==> src/rtl/frame_writer.sv <==
// frame_writer: last stage of the ray-cast pixel pipeline.
// Buffers shaded pixels in a small FIFO, turns (x,y) into a linear
// framebuffer word address, issues held SRAM write requests, and at frame
// end waits for display vsync before swapping the double-buffer offsets.
module frame_writer #(
    parameter int H_RES      = 800,
    parameter int V_RES      = 600,
    parameter int FIFO_DEPTH = 16,
    parameter int ADDR_W     = 19
) (
    input  logic              clk,
    input  logic              reset_n,
    input  logic              pix_valid,
    output logic              pix_ready,
    input  logic [9:0]        pix_x,
    input  logic [9:0]        pix_y,
    input  logic [23:0]       pix_rgb,
    input  logic              pix_last,
    output logic              sram_wr_en,
    output logic [ADDR_W-1:0] sram_wr_addr,
    output logic [31:0]       sram_wr_data,
    input  logic              sram_wr_ack,
    input  logic              vsync_pulse,
    output logic              rd_addr_offset,
    output logic              wr_addr_offset,
    output logic              frame_done,
    output logic              range_err
);

    localparam int                PTR_W    = $clog2(FIFO_DEPTH);
    localparam logic [9:0]        X_LIM    = 10'(H_RES);
    localparam logic [9:0]        Y_LIM    = 10'(V_RES);
    localparam logic [PTR_W:0]    CNT_FULL = (PTR_W + 1)'(FIFO_DEPTH);
    localparam logic [ADDR_W-1:0] H_RES_W  = ADDR_W'(H_RES);

    // One FIFO slot. no_write marks an out-of-range last pixel that only
    // closes the frame and never reaches the SRAM.
    typedef struct packed {
        logic [9:0]  x;
        logic [9:0]  y;
        logic [23:0] rgb;
        logic        last;
        logic        no_write;
    } entry_t;

    // IDLE/LOAD/WRITE together form the RUN phase of the frame.
    typedef enum logic [1:0] {
        ST_IDLE,
        ST_LOAD,
        ST_WRITE,
        ST_WAIT_SWAP
    } state_t;

    entry_t            r_mem [FIFO_DEPTH];
    logic [PTR_W-1:0]  r_wr_ptr;
    logic [PTR_W-1:0]  r_rd_ptr;
    logic [PTR_W:0]    r_count;
    logic              r_alive;

    logic [9:0]        r_head_x;
    logic [9:0]        r_head_y;
    logic [23:0]       r_head_rgb;
    logic              r_head_last;

    state_t            r_state;
    state_t            w_state_nxt;

    logic              r_wr_en;
    logic [ADDR_W-1:0] r_wr_addr;
    logic [31:0]       r_wr_data;
    logic              r_wr_off;
    logic              r_frame_done;
    logic              r_range_err;

    logic              w_full;
    logic              w_empty;
    logic              w_accept;
    logic              w_in_range;
    logic              w_push;
    logic              w_pop;
    logic              w_capture;
    logic              w_issue;
    logic              w_swap;
    entry_t            w_new;
    entry_t            w_head;
    logic [ADDR_W-1:0] w_y_ext;
    logic [ADDR_W-1:0] w_x_ext;
    logic [ADDR_W-1:0] w_addr;

    // Ready depends only on registers, so there is no path from pix_valid.
    assign w_full     = (r_count == CNT_FULL);
    assign w_empty    = (r_count == '0);
    assign pix_ready  = r_alive && !w_full;
    assign w_accept   = pix_valid && pix_ready;
    assign w_in_range = (pix_x < X_LIM) && (pix_y < Y_LIM);
    // Out-of-range pixels are swallowed unless they carry the frame end.
    assign w_push     = w_accept && (w_in_range || pix_last);
    assign w_new      = '{x: pix_x, y: pix_y, rgb: pix_rgb,
                          last: pix_last, no_write: !w_in_range};
    assign w_head     = r_mem[r_rd_ptr];

    // y*H_RES + x from the captured head; for 800 columns this is
    // y*512 + y*256 + y*32 + x, which never exceeds 479999.
    assign w_y_ext = ADDR_W'(r_head_y);
    assign w_x_ext = ADDR_W'(r_head_x);
    assign w_addr  = (H_RES == 800)
                   ? ((w_y_ext << 9) + (w_y_ext << 8) + (w_y_ext << 5) + w_x_ext)
                   : (w_y_ext * H_RES_W + w_x_ext);

    // Hold pix_ready low while in reset, raise it on the first clock after.
    // NOTE: sequential state uses non-blocking assignments so every register
    // samples pre-edge values no matter how the blocks are ordered.
    always_ff @(posedge clk or negedge reset_n) begin
        if (!reset_n) r_alive <= 1'b0;
        else          r_alive <= 1'b1;
    end

    // FIFO storage write port.
    // NOTE: the storage array is deliberately not reset; a slot is only read
    // after the pointers say it was written, so clearing it buys nothing.
    always_ff @(posedge clk) begin
        if (w_push) r_mem[r_wr_ptr] <= w_new;
    end

    // FIFO pointers and occupancy.
    always_ff @(posedge clk or negedge reset_n) begin
        if (!reset_n) begin
            r_wr_ptr <= '0;
            r_rd_ptr <= '0;
            r_count  <= '0;
        end else begin
            if (w_push) r_wr_ptr <= r_wr_ptr + PTR_W'(1);
            if (w_pop)  r_rd_ptr <= r_rd_ptr + PTR_W'(1);
            case ({w_push, w_pop})
                2'b10:   r_count <= r_count + (PTR_W + 1)'(1);
                2'b01:   r_count <= r_count - (PTR_W + 1)'(1);
                default: r_count <= r_count;
            endcase
        end
    end

    // Writer state register.
    always_ff @(posedge clk or negedge reset_n) begin
        if (!reset_n) r_state <= ST_IDLE;
        else          r_state <= w_state_nxt;
    end

    // Next state plus pop/capture/issue/swap strobes.
    // NOTE: every signal gets a default first so no branch leaves a latch.
    always_comb begin
        w_state_nxt = r_state;
        w_pop       = 1'b0;
        w_capture   = 1'b0;
        w_issue     = 1'b0;
        w_swap      = 1'b0;
        case (r_state)
            ST_IDLE: begin
                if (!w_empty) begin
                    if (w_head.no_write) begin
                        w_pop       = 1'b1;
                        w_state_nxt = ST_WAIT_SWAP;
                    end else begin
                        w_capture   = 1'b1;
                        w_state_nxt = ST_LOAD;
                    end
                end
            end
            ST_LOAD: begin
                w_issue     = 1'b1;
                w_state_nxt = ST_WRITE;
            end
            ST_WRITE: begin
                // The head leaves the FIFO only when the arbiter takes it.
                if (sram_wr_ack) begin
                    w_pop       = 1'b1;
                    w_state_nxt = r_head_last ? ST_WAIT_SWAP : ST_IDLE;
                end
            end
            ST_WAIT_SWAP: begin
                if (vsync_pulse) begin
                    w_swap      = 1'b1;
                    w_state_nxt = ST_IDLE;
                end
            end
            default: w_state_nxt = ST_IDLE;
        endcase
    end

    // Registered copy of the FIFO head feeding the address arithmetic.
    always_ff @(posedge clk or negedge reset_n) begin
        if (!reset_n) begin
            r_head_x    <= '0;
            r_head_y    <= '0;
            r_head_rgb  <= '0;
            r_head_last <= 1'b0;
        end else if (w_capture) begin
            r_head_x    <= w_head.x;
            r_head_y    <= w_head.y;
            r_head_rgb  <= w_head.rgb;
            r_head_last <= w_head.last;
        end
    end

    // SRAM request held stable from issue until the acknowledging edge.
    always_ff @(posedge clk or negedge reset_n) begin
        if (!reset_n) begin
            r_wr_en   <= 1'b0;
            r_wr_addr <= '0;
            r_wr_data <= '0;
        end else if (w_issue) begin
            r_wr_en   <= 1'b1;
            r_wr_addr <= w_addr;
            r_wr_data <= {8'h00, r_head_rgb};
        end else if (r_state == ST_WRITE && sram_wr_ack) begin
            r_wr_en   <= 1'b0;
        end
    end

    // Buffer swap, frame-done strobe and sticky range error.
    always_ff @(posedge clk or negedge reset_n) begin
        if (!reset_n) begin
            r_wr_off     <= 1'b1;
            r_frame_done <= 1'b0;
            r_range_err  <= 1'b0;
        end else begin
            r_frame_done <= w_swap;
            if (w_swap)                   r_wr_off    <= ~r_wr_off;
            if (w_accept && !w_in_range)  r_range_err <= 1'b1;
        end
    end

    assign sram_wr_en     = r_wr_en;
    assign sram_wr_addr   = r_wr_addr;
    assign sram_wr_data   = r_wr_data;
    assign wr_addr_offset = r_wr_off;
    assign rd_addr_offset = ~r_wr_off;
    assign frame_done     = r_frame_done;
    assign range_err      = r_range_err;

endmodule

==> config.mk <==
export PLATFORM = sky130hd
export DESIGN_NAME = frame_writer
export DESIGN_NICKNAME = d
export VERILOG_FILES = /design/src/rtl/frame_writer.sv
export SDC_FILE = /design/constraint.sdc
export NUM_CORES = 1
export LEC_CHECK = 0
export CORE_ASPECT_RATIO = 0.8
export CORE_MARGIN = 2
export CORE_UTILIZATION = 40
export DETAILED_ROUTE_END_ITERATION = 10
export HOLD_SLACK_MARGIN = 0.15
export PLACE_DENSITY = 0.6
export SETUP_SLACK_MARGIN = 0.3
export SYNTH_ARGS = -nofsm -noshare
export SYNTH_HDL_FRONTEND = slang
export SYNTH_SLANG_ARGS = --single-unit
==> constraint.sdc <==
create_clock -name clk -period 7 [get_ports clk]
set_clock_uncertainty 0.05 [all_clocks]
set_input_delay 0.7 -clock clk [delete_from_list [all_inputs] [get_ports clk]]
set_output_delay 0.7 -clock clk [all_outputs]
set_load 0.03 [all_outputs]
After elaboration in Yosys (flattened, before gate mapping)
Memory sizes are Yosys's and may differ from the RTL's.
Index checks and enable logic that the tools add are counted.
{ "totals": {"regBits": 108, "ram_bits": 736, "in_bits": 50, "output_inout_bits": 57, "word_cells": 70, "n_memories": 1} }
{ "mem_list": {"columns": ["memory", "depth", "word_bits", "read_ports", "rd_clocked_by_memory_dff", "wr", "line_no", "rtl"], "rows": [
  ["r_mem", 16, 46, 1, 0, 1, "54", "entry_t r_mem [FIFO_DEPTH];"]
]} }
{ "classes": {"add_sub_neg": 7, "n_lt_le_gt_ge": 2, "eq_ne": 9, "muxes": 21, "bitwise": 1, "n_reduce_logical": 14} }
{ "ops": {"columns": ["cell", "count"], "rows": [
  ["10-bit less-than comparator, second input constant", 2],
  ["19-bit by 10-bit adder with 19-bit output", 1],
  ["19-bit by 15-bit adder with 19-bit output", 1],
  ["19-bit by 18-bit adder with 19-bit output", 1],
  ["1-bit 2-to-1 mux", 13],
  ["2-bit 2-to-1 mux", 5],
  ["5-bit case mux with 2 select lines", 1],
  ["4-bit by 1-bit adder with 4-bit output, second input constant", 2],
  ["2-bit case mux with 4 select lines", 1],
  ["2-bit == test, second input constant", 3],
  ["1-bit logical AND", 6],
  ["2-bit != test, second input constant", 3],
  ["5-bit by 1-bit adder with 5-bit output, second input constant", 1],
  ["5-bit == test, second input constant", 1],
  ["5-bit zero test", 1],
  ["5-bit by 1-bit subtractor with 5-bit output, second input constant", 1],
  ["2-bit by 1-bit == test with 1-bit output, second input constant", 2],
  ["2-bit nonzero test", 2],
  ["3-bit AND reduction", 1],
  ["1-bit zero test", 2],
  ["2-bit zero test", 1],
  ["1-bit case mux with 2 select lines", 1],
  ["1-bit logical OR", 1],
  ["1-bit NOT", 1]
]} }

Longest topological paths before layout
Gate-level depths: netlist of the first run.
{ "depth": {"ltp_word": 7, "mapped_depth": 13, "mapped_depth_nobuf": 12} }

Worst setup path after synthesis of the first run
Ideal clock, no wire load.
{ "synth_path": {"path_kind": "input-to-reg", "startpoint": "input port pix_y[3]", "endpoint": "memory r_mem[3][0] in the netlist's numbering, enable pin", "setup_ns": 0.580, "t_arrival_ns": 6.496, "t_required_ns": 6.370, "path_slack_ns": -0.126, "stages": 5, "n_path_buf": 0, "cell_sequence": "a21o_1 -> a211o_1 -> a21oi_1 -> o21bai_1 -> nor4b_1"} }
{ "synth_via": {"elab_chain_len": 6} }
{ "synth_rtl": {"columns": ["item", "line_no", "rtl"], "rows": [
  ["from (decl)", "16", "input logic [9:0] pix_y,"],
  ["10-bit less-than comparator", "95", "assign w_in_range = (pix_x < X_LIM) && (pix_y < Y_LIM);"],
  ["1-bit logical AND", "95", null],
  ["1-bit logical OR", "97", "assign w_push = w_accept && (w_in_range || pix_last);"],
  ["1-bit logical AND", "97", null],
  ["1-bit 2-to-1 mux", "122", "if (w_push) r_mem[r_wr_ptr] <= w_new;"],
  ["1-bit 2-to-1 mux (implied by the code)", "122", null],
  ["to (decl)", "54", null]
]} }
No other way between the ends.

Final worst setup path of the first run
{ "layout_path": {"startpoint": "input port pix_y[3]", "endpoint": "memory r_mem[9][15] in the netlist's numbering, enable pin"} }
The elaborated chain is that of the path after synthesis.

==> results.json, run 1 <==
{
  "status": "finished clean",
  "placedCellCount": 2744,
  "die_area_um2": 85560,
  "powerDensity_nw_per_um2": 420.4,
  "crit_cells": 8,
  "yosysMostFrequentCell": "edfxtp_1",
  "drt_iter0_markers": 1625,
  "dieWidth_um": 326.5,
  "top_usage_layer": "met2",
  "via_count": 15817,
  "cts.sinks": 844,
  "clk_path_buf_depth": 3,
  "area.growth.synth_to_final_pct": 16.06,
  "fp.coreArea_um2": 82330,
  "timing.setup.tns_ns": 0,
  "slew_violations": 0,
  "use_met2_pct": 27.19,
  "numCtsBuffers": 85,
  "hold_buffers": 1,
  "vdd_drop_max_mv": 0.3269,
  "fin_crit_ns": 4.076,
  "min_period_over_period_pct": 58.23,
  "rows": 94,
  "wire_per_inst_um": 25.55,
  "nets": 1825,
  "insertion_delay_ns": 0.66,
  "detail-route-antenna-nets": 0,
  "utilization_pct": 46.93,
  "synth_area_leaders": "edfxtp_1 66%, mux4_2 15%, dfrtp_1 8.0%, mux2_4 1.7%, ha_1 1.4%",
  "ctsRootBufferMaster": "clkbuf_16",
  "grt-ovfl-total": 0,
  "hold_path_class": "reg2reg",
  "critPathCapture": "r_mem[9][15]",
  "startpoint_type": "primary input",
  "critPathKind": "in2reg",
  "startpoint": "pix_y[3]",
  "ys_warn_count": 0,
  "synthDistinctLibCells": 55,
  "grt_usage_pct": 17.50,
  "synth-seq-cells": 844,
  "syn_area_um2": 33290,
  "drive_gt1_share_pct": 25.44,
  "ctsResizeCount": 0,
  "endpoint_kind": "register",
  "cts_max_level": 3,
  "power_leakage_nw": 13.14,
  "reg2reg_to": "r_count[4]",
  "post-cts-setup-buffers": 0,
  "yosys.area.top_type": "edfxtp_1",
  "start_util_pct": 40.44,
  "met1_usage_pct": 25.67,
  "drc": 0,
  "finalHoldViolations": 0,
  "synth_edf_count": 736,
  "drv_cap": 0,
  "worstPathMaxFanout": 30,
  "max_freq_mhz": 245.3,
  "synthCells": 1583,
  "power_mw": 16.25,
  "grt_max_degree": 101,
  "io_buffers": 98,
  "timing.rr.start": "r_rd_ptr[2]",
  "tritoncts": "built",
  "holdCritStartpoint": "r_head_x[2]",
  "reg2regPathDepth": 12,
  "gp_congestion": 0.7705,
  "grtUsageMet3_pct": 3.684,
  "cp.required_ns": 7.26,
  "critPathArrivalTime_ns": 4.34,
  "crit_path_top_delay_cell": "nor2_4",
  "dpl.hpwl_um": 42140,
  "crit_buf_inv": 3,
  "pin_count": 107,
  "r2r_slack_ns": 3.10,
  "fin_cells": 2904,
  "crit_top_cell": "buf_4",
  "worst_pin_slew_ns": 1.248,
  "routed_via_density": 5.447,
  "grt_pass1_vias": 16249,
  "seq_area_frac_synth_pct": 74.51,
  "die_y_um": 262.0,
  "cpPeakStageDelay_ns": 0.99,
  "grt_antenna_before_repair": 6,
  "routed_wl_um": 74200,
  "grt_pass1_wl_um": 109600,
  "drt_first_pass_iters": 7,
  "synth_top_flop_cell": "edfxtp_1",
  "crit_chain": "clkdlybuf4s50_1 > a21o_1 > a211o_1 > a21oi_1 > o21bai_2 > buf_4 > nor2_4 > buf_4",
  "synth_common_cells": "736 x edfxtp_1, 219 x mux4_2, 117 x nand2_1, 107 x dfrtp_1, 43 x clkbuf_1",
  "critPathTopFamily": "buffers and inverters",
  "antenna_cells": 0,
  "syn_area_per_cell_um2": 21.03,
  "grt_setup_unrepaired": "false",
  "setup_viol": 0,
  "slew_headroom_pct": 16.61,
  "synthArstFlopShare_pct": 12.80,
  "clk_pin_slew_ns": 0.06,
  "synth_top_area_share_pct": 66.39
}
## per-layer routing
layer / part of all wire (%) / routed length (um) / vias up
li1: - / - / 6726
met1: 46 / 33860 / 8468
met2: 46 / 34480 / 524
met3: 6.3 / 4711 / 93
met4: 1.5 / 1100 / 6
met5: 0.055 / 41 / -
## how the worst min path moves through the flow
| stage | end | slack (ns) | depth (start not counted) |
|---|---|---|---|
| final | sram_wr_addr[2] | 0.42 | 2 |
| after global routing | sram_wr_addr[2] | 0.46 | 2 |
| after CTS | sram_wr_data[4] | 0.42 | 2 |
| after detailed placement | sram_wr_data[14] | 0.41 | 2 |
| after global placement | sram_wr_data[1] | 0.41 | 2 |
| after floorplan | frame_done | 0.35 | 0 |
## power breakdown
part | switching [mW] | internal [mW]
combinational | 2.68 | 2.49
sequential | 0.408 | 5.95
clock | 1.97 | 2.75
## stage by stage
| stage | worst slack, ns | hold slack, ns | area [um2] |
|---|---|---|---|
| after floorplan | -0.1165 | 0.3544 | 33320 |
| after global placement | 2.407 | 0.4066 | 35710 |
| after detailed placement | 2.263 | 0.4055 | 35710 |
| after CTS | 2.927 | 0.4162 | 38640 |
| after global routing | 2.680 | 0.4571 | 38640 |
| final | 2.924 | 0.4172 | 38640 |
## layout make-up
| cell class | instances | area, um2 |
|---|---|---|
| Clock buffer | 100 | 2225 |
| Clock inverter | 59 | 693.2 |
| Fill cell | 6847 | 43690 |
| Inverter | 41 | 153.9 |
| Multi-Input combinational cell | 620 | 8083 |
| Sequential cell | 844 | 24820 |
| Tap cell | 1104 | 1381 |
| Timing Repair Buffer | 136 | 1282 |
## cell usage in the layout (no fill, tap or decap), types with 6 or more instances in the layout
| master | n |
|---|---|
| clkinv_2 | 20 |
| nor2_1 | 10 |
| ha_1 | 37 |
| clkbuf_16 | 86 |
| nand3_1 | 8 |
| inv_1 | 41 |
| xnor2_1 | 8 |
| mux4_2 | 219 |
| mux2_2 | 7 |
| nand2_1 | 117 |
| clkinv_1 | 15 |
| clkbuf_1 | 12 |
| conb_1 | 9 |
| buf_4 | 36 |
| o21ai_0 | 23 |
| nand4_1 | 6 |
| fa_1 | 10 |
| edfxtp_1 | 736 |
| nor2_4 | 9 |
| mux2_4 | 37 |
| nand3b_1 | 6 |
| xor2_1 | 6 |
| a21oi_1 | 12 |
| clkdlybuf4s50_1 | 97 |
| dfrtp_1 | 103 |
| a22oi_1 | 7 |
| bufinv_16 | 12 |
| mux2i_1 | 17 |
## state kept, by name (all words and copies together) (netlist names)
signal          cells
r_head_rgb         24
r_alive             1
r_mem             736
r_rd_ptr            4
sram_wr_en          1
r_head_y           10
sram_wr_data       24
frame_done          1
wr_addr_offset      1
r_wr_ptr            4
r_state             2
r_head_x           10
r_head_last         1
range_err           1
r_count             5
sram_wr_addr       19
## worst min-delay path, cell delays in order (launching register included)
cell and delay, ns:
dfrtp_1 0.35, nand2_1 0.05, nand2_1 0.05
## logic make-up (layout without fill, tap and decap cells)
kind of cell | count (synthesis) | in the layout | share of synthesized area (%)
xor gates and xnor gates | 14 | 14 | 0.3683
adders and majority gates | 47 | 47 | 1.992
other | 2 | 9 | 0.02256
AOI/OAI and AO/OA | 84 | 84 | 1.699
buffers and inverters | 126 | 336 | 1.687
and+or+nand+nor | 186 | 186 | 2.488
DFF | 844 | 844 | 74.51
muxes | 280 | 280 | 17.23
(Power assumes the default switching activity.)
==> run 2, diff against run 1 <==
--- a/config.mk
+++ b/config.mk
@@ -10,7 +10,7 @@
 export CORE_UTILIZATION = 40
 export DETAILED_ROUTE_END_ITERATION = 10
 export HOLD_SLACK_MARGIN = 0.15
-export PLACE_DENSITY = 0.6
+export PLACE_DENSITY = 0.62
 export SETUP_SLACK_MARGIN = 0.3
 export SYNTH_ARGS = -nofsm -noshare
 export SYNTH_HDL_FRONTEND = slang
==> constraint.sdc (replaced) <==
create_clock -name clk -period 3.52 [get_ports clk]
set_clock_uncertainty 0.05 [all_clocks]
set_input_delay 0.352 -clock clk [delete_from_list [all_inputs] [get_ports clk]]
set_output_delay 0.352 -clock clk [all_outputs]
set_load 0.03 [all_outputs]
==> run 2 against run 1 <==
Net effect: sequential power up 95%; non-clock buffer count up 33; global-route usage up 0.24 points; final cell count up 1.0%; critical endpoint is now r_count[4]; wire length up 0.97%; sequential share of layout area down 0.78 points; core utilization up 0.57 points; clock power up 90%; die area unchanged; critical path type is now reg2reg; clock-buffer cell count up 17; register-to-register slack worse by 2.7 ns; largest power group unchanged.
==> results.json, run 2 (synthesis gave the netlist of run 1 again) <==
{
  "routed_via_density": 5.413,
  "placed_area_um2": 36290,
  "drc": 0,
  "grt_antenna_before_repair": 3,
  "fin_crit_ns": 3.087,
  "max_freq_mhz": 324.0,
  "pin_count": 107,
  "hold_path_class": "in2async",
  "die_y_um": 262.0,
  "status": "finished clean",
  "cts_max_level": 3,
  "drv_cap": 0,
  "drive_gt1_share_pct": 27.05,
  "endpoint_kind": "register",
  "grt_setup_unrepaired": "true",
  "start_util_pct": 40.44,
  "dpl.hpwl_um": 42130,
  "timing.rr.start": "r_rd_ptr[2]",
  "largest_reg_flops": 736,
  "grt_usage_pct": 17.74,
  "gp_congestion": 0.7709,
  "nets": 1856,
  "io_buffers": 98,
  "rows": 94,
  "min_period_over_period_pct": 87.69,
  "routed_wl_um": 74920,
  "powerDensity_nw_per_um2": 826.0,
  "slew_violations": 0,
  "setup_viol": 0,
  "layout_commonest_cell": "edfxtp_1",
  "utilization_pct": 47.51,
  "grt_pass1_vias": 16442,
  "ctsRootBufferMaster": "clkbuf_16",
  "antenna_cells": 0,
  "vdd_drop_max_mv": 0.7458,
  "stdcell_area_um2": 39110,
  "area.growth.synth_to_final_pct": 17.48,
  "wire_per_inst_um": 25.53,
  "final_cell_mix": "736 x edfxtp_1, 219 x mux4_2, 117 x nand2_1",
  "dieWidth_um": 326.5,
  "drt_iter0_markers": 1456,
  "fp.coreArea_um2": 82330,
  "timing.hold.ws_ns": 0.2720,
  "insertion_delay_ns": 0.64,
  "finalHoldViolations": 0,
  "via_count": 15883,
  "tritoncts": "built",
  "worst_pin_slew_ns": 1.078,
  "detail-route-antenna-nets": 0,
  "numCtsBuffers": 83,
  "worstPathMaxFanout": 6,
  "power_mw": 32.31,
  "startpoint_type": "register",
  "critPathKind": "reg2reg",
  "cp.required_ns": 4.01,
  "regMostFlops": "r_mem",
  "drt_first_pass_iters": 7,
  "grt_max_degree": 143,
  "slew_headroom_pct": 28.15,
  "cts.sinks": 844,
  "clk_pin_slew_ns": 0.06,
  "die_area_um2": 85560,
  "timing.setup.tns_ns": 0,
  "power_leakage_nw": 13.32,
  "grt-ovfl-total": 0,
  "clk_path_buf_depth": 3,
  "critPathArrivalTime_ns": 3.58,
  "startpoint": "r_rd_ptr[2]",
  "grt_pass1_wl_um": 111100
}
## run 2: power breakdown
| group | leakage (nW) | switching (mW) | total [mW] | internal, mW |
|---|---|---|---|---|
| Sequential | 7.93 | 0.604 | 12.4 | 11.8 |
| Clock | 1.34 | 3.75 | 8.95 | 5.20 |
| Combinational | 4.05 | 5.67 | 10.9 | 5.25 |
## run 2: metal layers
layer	global-route usage, %	vias to the layer above	share of wire (%)
met3	3.525	102	5.8
met2	27.07	452	46
met5	0	-	0.048
met4	4.332	6	1.8
met1	26.43	8538	46
li1	-	6785	-
## run 2: final timing paths
kind | to | slack [ns] | cells after the start
max in group asynchronous | r_rd_ptr[1] | 2.33 | 3
hold reg to reg | sram_wr_data[21] | 0.42 | 2
setup / recovery | r_count[4] | 0.43 | 12
min in group clk | r_state[0] | 0.38 | 2
hold / removal | sram_wr_addr[8] | 0.27 | 2
setup reg to reg | r_count[4] | 0.43 | 12
## run 2: repair_timing
action                     in CTS  in global routing
setup buffers                   1                  0
pin swaps                       1                  3
hold endpoints to repair       63                  0
setup endpoints to repair       2                  6
hold buffers                    1                  0
gates resized for setup         3                 10
## run 2: final cells by class
type | count | area [um2]
Tap cell | 1104 | 1381
Timing Repair Buffer | 169 | 1805
Clock buffer | 117 | 2349
Inverter | 41 | 153.9
Fill cell | 6768 | 43220
Multi-Input combinational cell | 620 | 8193
Sequential cell | 844 | 24820
Clock inverter | 39 | 410.4
## run 2: critical path, stage by stage (launching register included)
cell and delay, ns:
dfrtp_4 0.52, mux4_2 0.35, mux2i_1 0.08, mux2i_2 0.28
o2bb2ai_2 0.23, ha_2 0.29, inv_1 0.08, fa_1 0.40
nor2b_1 0.12, o21ai_0 0.11, and3_1 0.21, nor3_2 0.12
xnor2_1 0.15
## run 2: through the flow
stage / worst slack (ns) / cells
finish: 0.4333 / 2934
global route: 0.2471 / 2934
CTS: 0.3453 / 2934
detailed placement: 0.1150 / 2776
global placement: 0.1129 / 2776
floorplan: 0.007359 / 1590
